$ cat src/rtl/ats21_pkg.sv
// ---------------------------------------------------------------------------
// | Module  : ats21_pkg                                                     |
// | Purpose : Shared types, field positions and decode for the ATS21 rx.    |
// | Revision: 1.0 - initial release                                         |
// ---------------------------------------------------------------------------
`default_nettype none

package ats21_pkg;

  localparam int OP_HI     = 31;
  localparam int OP_LO     = 29;
  localparam int CLK_HI    = 28;
  localparam int CLK_LO    = 25;
  localparam int ALM_HI    = 28;
  localparam int ALM_LO    = 24;
  localparam int MODE_HI   = 28;
  localparam int MODE_LO   = 24;
  localparam int FLAG_BIT  = 23;
  localparam int RATE_HI   = 23;
  localparam int RATE_LO   = 22;
  localparam int ACLK_HI   = 19;
  localparam int ACLK_LO   = 16;
  localparam int VAL_HI    = 15;
  localparam int VAL_LO    = 0;

  typedef enum logic [2:0] {
    OP_NOP       = 3'b000,
    OP_SET_CLK   = 3'b001,
    OP_BC_EN     = 3'b010,
    OP_SET_MODE  = 3'b011,
    OP_ILLEGAL   = 3'b100,
    OP_SET_ALARM = 3'b101,
    OP_SET_CNTDN = 3'b110,
    OP_AT_EN     = 3'b111
  } opcode_e;

  typedef enum logic [1:0] {
    STAT_OK      = 2'b00,
    STAT_DROP    = 2'b01,
    STAT_ILLEGAL = 2'b10,
    STAT_PROTO   = 2'b11
  } stat_e;

  typedef enum logic [1:0] {
    IDLE   = 2'd0,
    WORD2  = 2'd1,
    COMMIT = 2'd2
  } rx_state_e;

  typedef struct packed {
    logic        client;
    logic [31:0] word;
  } fifo_entry_t;

  typedef struct packed {
    logic        client;
    opcode_e     opcode;
    logic [3:0]  clock_id;
    logic [4:0]  alarm_id;
    logic        flag;
    logic [1:0]  rate;
    logic [15:0] value;
    logic [4:0]  mode;
  } dec_instr_t;

  // Fields not meaningful for an opcode stay zero.
  function automatic dec_instr_t decode(input fifo_entry_t e);
    dec_instr_t d;
    d        = '0;
    d.client = e.client;
    d.opcode = opcode_e'(e.word[OP_HI:OP_LO]);
    case (d.opcode)
      OP_SET_CLK: begin
        d.clock_id = e.word[CLK_HI:CLK_LO];
        d.rate     = e.word[RATE_HI:RATE_LO];
      end
      OP_BC_EN: begin
        d.clock_id = e.word[CLK_HI:CLK_LO];
        d.flag     = e.word[FLAG_BIT];
      end
      OP_SET_MODE: d.mode = e.word[MODE_HI:MODE_LO];
      OP_SET_ALARM: begin
        d.alarm_id = e.word[ALM_HI:ALM_LO];
        d.clock_id = e.word[ACLK_HI:ACLK_LO];
        d.flag     = e.word[FLAG_BIT];
        d.value    = e.word[VAL_HI:VAL_LO];
      end
      OP_SET_CNTDN: begin
        d.alarm_id = e.word[ALM_HI:ALM_LO];
        d.clock_id = e.word[ACLK_HI:ACLK_LO];
        d.value    = e.word[VAL_HI:VAL_LO];
      end
      OP_AT_EN: begin
        d.alarm_id = e.word[ALM_HI:ALM_LO];
        d.flag     = e.word[FLAG_BIT];
      end
      default: ;
    endcase
    return d;
  endfunction

endpackage

`default_nettype wire

$ cat src/rtl/ats21_dual_push_fifo.sv
// ---------------------------------------------------------------------------
// | Module  : ats21_dual_push_fifo                                          |
// | Purpose : Show-ahead FIFO with two push ports (port 0 first) and a pop.  |
// | Revision: 1.0 - initial release                                         |
// ---------------------------------------------------------------------------
`default_nettype none

module ats21_dual_push_fifo
  import ats21_pkg::*;
#(
  parameter int DEPTH = 4,
  parameter int AW    = $clog2(DEPTH)
) (
  input  logic        clk,
  input  logic        rst,
  input  logic        i_push0,
  input  fifo_entry_t i_din0,
  input  logic        i_push1,
  input  fifo_entry_t i_din1,
  input  logic        i_pop,
  output fifo_entry_t o_head,
  output logic        o_valid,
  output logic [AW:0] o_count
);

  fifo_entry_t   r_mem [DEPTH];
  logic [AW-1:0] r_wptr;
  logic [AW-1:0] r_rptr;
  logic [AW:0]   r_count;
  logic [AW-1:0] w_wptr1;
  logic          w_pop;

  assign w_pop   = i_pop & (r_count != '0);
  // Port 1 lands behind port 0 when both push in the same cycle.
  assign w_wptr1 = r_wptr + AW'(i_push0);

  always_ff @(posedge clk) begin
    if (i_push0) r_mem[r_wptr]  <= i_din0;
    if (i_push1) r_mem[w_wptr1] <= i_din1;
  end

  always_ff @(posedge clk or posedge rst) begin
    if (rst) begin
      r_wptr  <= '0;
      r_rptr  <= '0;
      r_count <= '0;
    end else begin
      r_wptr  <= r_wptr + AW'(i_push0) + AW'(i_push1);
      r_rptr  <= r_rptr + AW'(w_pop);
      r_count <= r_count + (AW+1)'(i_push0) + (AW+1)'(i_push1) - (AW+1)'(w_pop);
    end
  end

  assign o_head  = r_mem[r_rptr];
  assign o_valid = (r_count != '0);
  assign o_count = r_count;

endmodule

`default_nettype wire

$ cat src/rtl/ats21_instr_rx.sv
// ---------------------------------------------------------------------------
// | Module  : ats21_instr_rx                                                |
// | Purpose : Two-beat client instruction capture, decode and queueing.     |
// | Revision: 1.0 - initial release                                         |
// ---------------------------------------------------------------------------
`default_nettype none

module ats21_instr_rx
  import ats21_pkg::*;
#(
  parameter int DEPTH = 4,
  parameter int AW    = $clog2(DEPTH)
) (
  input  logic        clk,
  input  logic        reset,
  input  logic        req,
  input  logic [15:0] ctrlA,
  input  logic [15:0] ctrlB,
  output logic        ready,
  output logic [1:0]  stat,
  output logic        dec_valid,
  input  logic        dec_ready,
  output logic        dec_client,
  output logic [2:0]  dec_opcode,
  output logic [3:0]  dec_clock_id,
  output logic [4:0]  dec_alarm_id,
  output logic        dec_flag,
  output logic [1:0]  dec_rate,
  output logic [15:0] dec_value,
  output logic [4:0]  dec_mode
);

  localparam logic [1:0] S_IDLE   = IDLE;
  localparam logic [1:0] S_WORD2  = WORD2;
  localparam logic [1:0] S_COMMIT = COMMIT;

  logic [1:0]  r_state;
  logic [1:0]  r_stat;
  logic [15:0] r_hi_a, r_hi_b, r_lo_a, r_lo_b;

  logic [2:0]  w_op_a, w_op_b;
  logic        w_a_present, w_b_present;
  logic        w_commit, w_illegal, w_proto, w_drop;
  logic        w_push0, w_push1;
  fifo_entry_t w_ent_a, w_ent_b, w_din0, w_head;
  logic        w_head_valid;
  logic [AW:0] w_count, w_free;
  dec_instr_t  w_dec;

  assign w_op_a      = r_hi_a[OP_HI-16:OP_LO-16];
  assign w_op_b      = r_hi_b[OP_HI-16:OP_LO-16];
  assign w_a_present = (w_op_a != OP_NOP) && (w_op_a != OP_ILLEGAL);
  assign w_b_present = (w_op_b != OP_NOP) && (w_op_b != OP_ILLEGAL);
  assign w_commit    = (r_state == S_COMMIT);

  assign w_ent_a = '{client: 1'b0, word: {r_hi_a, r_lo_a}};
  assign w_ent_b = '{client: 1'b1, word: {r_hi_b, r_lo_b}};

  // A lone B entry uses port 0 so entries stay contiguous in order.
  assign w_push0 = w_commit & (w_a_present | w_b_present);
  assign w_push1 = w_commit & w_a_present & w_b_present;
  assign w_din0  = w_a_present ? w_ent_a : w_ent_b;

  // Free space counts a pop happening this cycle.
  assign w_free = (AW+1)'(DEPTH) - w_count + (AW+1)'(dec_valid & dec_ready);
  assign ready  = ~reset & (r_state == S_IDLE) & (w_free >= (AW+1)'(2));

  assign w_illegal = w_commit & ((w_op_a == OP_ILLEGAL) | (w_op_b == OP_ILLEGAL));
  assign w_proto   = (r_state == S_WORD2) & req;
  assign w_drop    = req & ~ready & ((r_state == S_IDLE) | w_commit);

  always_ff @(posedge clk or posedge reset) begin
    if (reset) begin
      r_state <= S_IDLE;
      r_stat  <= STAT_OK;
      r_hi_a  <= '0;
      r_hi_b  <= '0;
      r_lo_a  <= '0;
      r_lo_b  <= '0;
    end else begin
      case (r_state)
        S_IDLE: begin
          if (req && ready) begin
            r_hi_a  <= ctrlA;
            r_hi_b  <= ctrlB;
            r_state <= S_WORD2;
          end
        end
        S_WORD2: begin
          r_lo_a  <= ctrlA;
          r_lo_b  <= ctrlB;
          r_state <= S_COMMIT;
        end
        S_COMMIT: r_state <= S_IDLE;
        default:  r_state <= S_IDLE;
      endcase

      if (w_proto)        r_stat <= STAT_PROTO;
      else if (w_illegal) r_stat <= STAT_ILLEGAL;
      else if (w_drop)    r_stat <= STAT_DROP;
      else                r_stat <= STAT_OK;
    end
  end

  assign stat = r_stat;

  ats21_dual_push_fifo #(
    .DEPTH (DEPTH),
    .AW    (AW)
  ) u_fifo (
    .clk     (clk),
    .rst     (reset),
    .i_push0 (w_push0),
    .i_din0  (w_din0),
    .i_push1 (w_push1),
    .i_din1  (w_ent_b),
    .i_pop   (dec_valid & dec_ready),
    .o_head  (w_head),
    .o_valid (w_head_valid),
    .o_count (w_count)
  );

  always_comb begin
    w_dec = '0;
    if (w_head_valid) w_dec = decode(w_head);
  end

  assign dec_valid    = w_head_valid;
  assign dec_client   = w_dec.client;
  assign dec_opcode   = w_dec.opcode;
  assign dec_clock_id = w_dec.clock_id;
  assign dec_alarm_id = w_dec.alarm_id;
  assign dec_flag     = w_dec.flag;
  assign dec_rate     = w_dec.rate;
  assign dec_value    = w_dec.value;
  assign dec_mode     = w_dec.mode;

endmodule

`default_nettype wire

$ cat config.mk
export PLATFORM = sky130hd
export DESIGN_NAME = ats21_instr_rx
export DESIGN_NICKNAME = d
export VERILOG_FILES = /design/src/rtl/ats21_pkg.sv /design/src/rtl/ats21_dual_push_fifo.sv /design/src/rtl/ats21_instr_rx.sv
export SDC_FILE = /design/constraint.sdc
export NUM_CORES = 1
export LEC_CHECK = 0
export CAP_MARGIN = 10
export CORE_UTILIZATION = 40
export DETAILED_ROUTE_END_ITERATION = 8
export SYNTH_ARGS = -nofsm -noshare
export SYNTH_HDL_FRONTEND = slang
export SYNTH_HIERARCHICAL = 1
export SYNTH_SLANG_ARGS = --single-unit
$ cat constraint.sdc
create_clock -name clk -period 4.4 [get_ports clk]
set_input_delay 1.1 -clock clk [delete_from_list [all_inputs] [get_ports clk]]
set_output_delay 1.1 -clock clk [all_outputs]
set_load 0.1 [all_outputs]
# After elaboration in Yosys (flattened, before gate mapping)
# Memories as Yosys holds them, arrays and structs flattened.
# Cells that the tools add are included.
[totals]
register_bits = 75
latchBits = 0
mem_bits_rw = 132
romBits = 0
inputBits = 36
output_inout_bits = 41
word_cells = 78
mem_count = 1
[memory_table]
columns = ["name", "words", "width", "read_ports", "rd_ports_with_merged_regs", "wr", "line", "text"]
rows = [
  ["u_fifo.r_mem", 4, 33, 1, 0, 2, "ats21_dual_push_fifo.sv:26", "fifo_entry_t r_mem [DEPTH];"],
]
[op_classes]
n_addsub = 8
n_mul = 0
div_mod_pow = 0
n_lt_le_gt_ge = 1
eq_ne = 13
shift = 0
n_mux = 17
n_bitwise = 17
n_reduce_logical = 12
[op_table]
columns = ["op", "count"]
rows = [
  ["37-bit 2-to-1 mux", 1],
  ["33-bit 2-to-1 mux", 1],
  ["16-bit 2-to-1 mux", 1],
  ["3-bit equality test (second input constant)", 5],
  ["1-bit AND", 12],
  ["5-bit 2-to-1 mux", 2],
  ["3-bit by 1-bit adder with 3-bit output", 3],
  ["3-bit nonzero test", 3],
  ["2-bit 2-to-1 mux", 4],
  ["4-bit case mux with 2 select lines", 1],
  ["2-bit by 1-bit adder with 2-bit output", 3],
  ["3-bit by 2-bit equality test with 1-bit output (second input constant)", 2],
  ["1-bit 2-to-1 mux", 6],
  ["3-bit inequality test (second input constant)", 2],
  ["3-bit OR reduction", 2],
  ["2-bit case mux with 2 select lines", 1],
  ["2-bit OR reduction", 2],
  ["3-bit by 1-bit equality test with 1-bit output (second input constant)", 1],
  ["3-bit by 2-bit >= comparator with 1-bit output (second input constant)", 1],
  ["1-bit logical AND", 3],
  ["1-bit bitwise OR", 3],
  ["3-bit by 1-bit subtractor with 3-bit output", 1],
  ["3-bit subtractor (first input constant)", 1],
  ["2-bit by 1-bit equality test with 1-bit output (second input constant)", 1],
  ["5 further kinds", 6],
]

# Logic depth before layout (Yosys ltp)
[depth]
ltp_word = 11
mapped_depth = 10
depth_no_buf = 9

# By module
# Netlist, hierarchy kept.
[modules_own_cells]
columns = ["mod", "n_inst", "cells_each", "area_per_inst_um2", "seq_area_each_um2"]
rows = [
  ["ats21_dual_push_fifo", 1, 354, 6756.5, 4139.0],
  ["ats21_instr_rx", 1, 254, 3458.3, 1701.6],
]

# Least setup slack after synthesis
# OpenSTA, ideal clock, no wires.
[synth_path]
path_kind = "register -> output"
startpoint = "register u_fifo.r_rptr[0]"
endpoint = "output dec_rate[0]"
t_arrival_ps = 4808
t_required_ps = 3300
setup_slack_ps = -1508
stages_incl_launch_ff = 6
path_buffers = 3
path_cell_list = "dfrtp_1 clkbuf_1 buf_2 mux4_2 buf_2 nor4b_1"
[synth_lines]
columns = ["element", "line", "text"]
rows = [
  ["start, declared", "ats21_dual_push_fifo.sv:28", "logic [AW-1:0] r_rptr;"],
  ["start signal, assigned", "ats21_dual_push_fifo.sv:49", "r_rptr <= r_rptr + AW'(w_pop);"],
  ["end, declared", "ats21_instr_rx.sv:28", "output logic [1:0] dec_rate,"],
]

# Final worst setup path
[layout_path]
startpoint = "input dec_ready"
endpoint = "output ready"
[layout_between]
elab_chain_cells = 4
[layout_rtl]
columns = ["element", "line", "text"]
rows = [
  ["start, declared", "ats21_instr_rx.sv:22", "input logic dec_ready,"],
  ["1-bit AND", "ats21_instr_rx.sv:65", "assign w_free = (AW+1)'(DEPTH) - w_count + (AW+1)'(dec_valid & dec_ready);"],
  ["3-bit by 1-bit adder with 3-bit output", "ats21_instr_rx.sv:65", ""],
  ["3-bit by 2-bit >= comparator with 1-bit output", "ats21_instr_rx.sv:66", "assign ready = ~reset & (r_state == S_IDLE) & (w_free >= (AW+1)'(2));"],
  ["1-bit AND", "ats21_instr_rx.sv:66", ""],
  ["end, declared", "ats21_instr_rx.sv:19", "output logic ready,"],
]
# Every way passes these cells.

==> results.cfg <==
[timing]
finalCriticalPeriod_ns = 3.843
slew_headroom_pct = 19.34
worstMarginPinSlew_ns = 1.207
finalClockSkew_ns = 0.008213
holdWs_ns = 0.5067
hold_viol_final = 0
setup_tns_ns = 0
rsz0062_at_grt = no
fin_crit_sh_pct = 87.35
fmax_ghz = 0.2602
drv_slew = 0
finalSetupViolations = 0

[drt]
routed_wl_um = 22100
vias = 5235
drtPass1Iterations = 4
route.detailed.drc = 0
via_per_inst = 5.283
drt_iter0_drc = 323
ant_nets = 0
wire_per_inst_um = 22.30

[worst_setup_path]
crit_chain = clkdlybuf4s50_1, and2_1, nand2b_1, ha_1, xor2_1, o21ai_0, inv_1, buf_12
critPathCaptureType = output pin
max_stage_delay_ns = 0.39
path_buf_inv = 3
criticalPathCategory = in -> out
startpoint = dec_ready
arrival_ns = 2.74
crit_slowest_cell = clkdlybuf4s50_1
start_kind = input port
required_ns = 3.30
critPathMaxFanout = 2
r2r_start = r_hi_b[13]
cp_top_family = buffers and inverters

[layout]
drive_gt1_share_pct = 50.30
layout_common_cells = mux2_2 (185), edfxtp_1 (124), dfrtp_1 (70)
diodes = 0
finish.instance_area_um2 = 11780
nets = 702
area_growth_pct = 22.01
mostFrequentLayoutCell = mux2_2
final_util_pct = 50.05

[global_routing]
grtUsageTotal_pct = 18.95
antenna_found_initial = 0
grt_max_degree = 38
grt_pass1_vias = 5674
grt_overflow = 0
grt_pass1_wl_um = 33930

[floorplanning]
die_y_um = 157.4
fp-row-count = 56
die-area_um2 = 24770
ioPinCount = 77
start_util_pct = 41.02
core_um2 = 23540
die_w_um = 157.4

[place]
place_congestion = 0.7673
dp_hpwl_um = 13720
placed_area_um2 = 11130
port_buffers = 76

[synth]
syn_area_per_cell_um2 = 16.65
ys_warn_count = 6
synthCells = 580
syn_area_um2 = 9657

[status]
status = finished, final reports clean

[clock_tree]
cts_hold_buf = 0
cts_tree = built
clockBufferDepth = 2
worstSkewPairLatency_ns = 0.43
clk_pin_slew_ns = 0.07
root_buffer = clkbuf_16
cts.sinks = 195
cts_buffers = 17
post_cts_buffers = 0
cts_htree_levels = 4
cts_resized = 0

[hold_path]
hp-class = reg -> reg
worst_hold_startpoint = r_lo_a[11]

[run]
cap_viol_max_count = 0
## state kept, by name, indices dropped and copies added, names as in the netlist
register,flops
stat,2
u_fifo/r_rptr,2
r_hi_a,14
r_lo_a,16
u_fifo/r_mem,124
r_state,2
u_fifo/o_count,3
r_lo_b,16
r_hi_b,14
u_fifo/r_wptr,2
## routing by layer
| metal | vias to the layer above | GRT usage, % | wire length, µm |
|---|---|---|---|
| met2 | 117 | 32.32 | 11180 |
| li1 | 2355 | - | - |
| met3 | 12 | 3.111 | 926 |
| met4 | 0 | 4.623 | 182 |
| met1 | 2751 | 25.15 | 9809 |
| met5 | - | 0 | 0 |
## stage by stage
stage / std cells / setup WS, ns
floorplan: 583 / -0.1042
global placement: 959 / 0.6284
detailed placement: 959 / 0.5918
CTS: 991 / 0.5749
global route: 991 / 0.3911
finish: 991 / 0.5568
## worst paths after layout
path / endpoint / slack, ns / depth (start not counted)
worst max-delay path: ready / 0.56 / 8
worst min-delay path: r_lo_a[11] / 0.51 / 1
worst max register to register: u_fifo/r_mem[0][11] / 1.22 / 7
worst min register to register: r_lo_a[11] / 0.51 / 1
max in group asynchronous: r_lo_a[6] / 2.53 / 3
min in group asynchronous: u_fifo/o_count[0] / 1.08 / 2
## cell type report
cell class              count  area, µm²
fillers                  2000      11760
clock inverters             8      147.6
repair buffers             90       1246
clock buffers              24      503.0
multi-input cells         339       3925
well taps                 319      399.1
flip-flops and latches    195       5502
inverters                  16      60.06
Power is not shown: default switching activity piles up to over one toggle a cycle in this logic, so the estimate is an artifact.
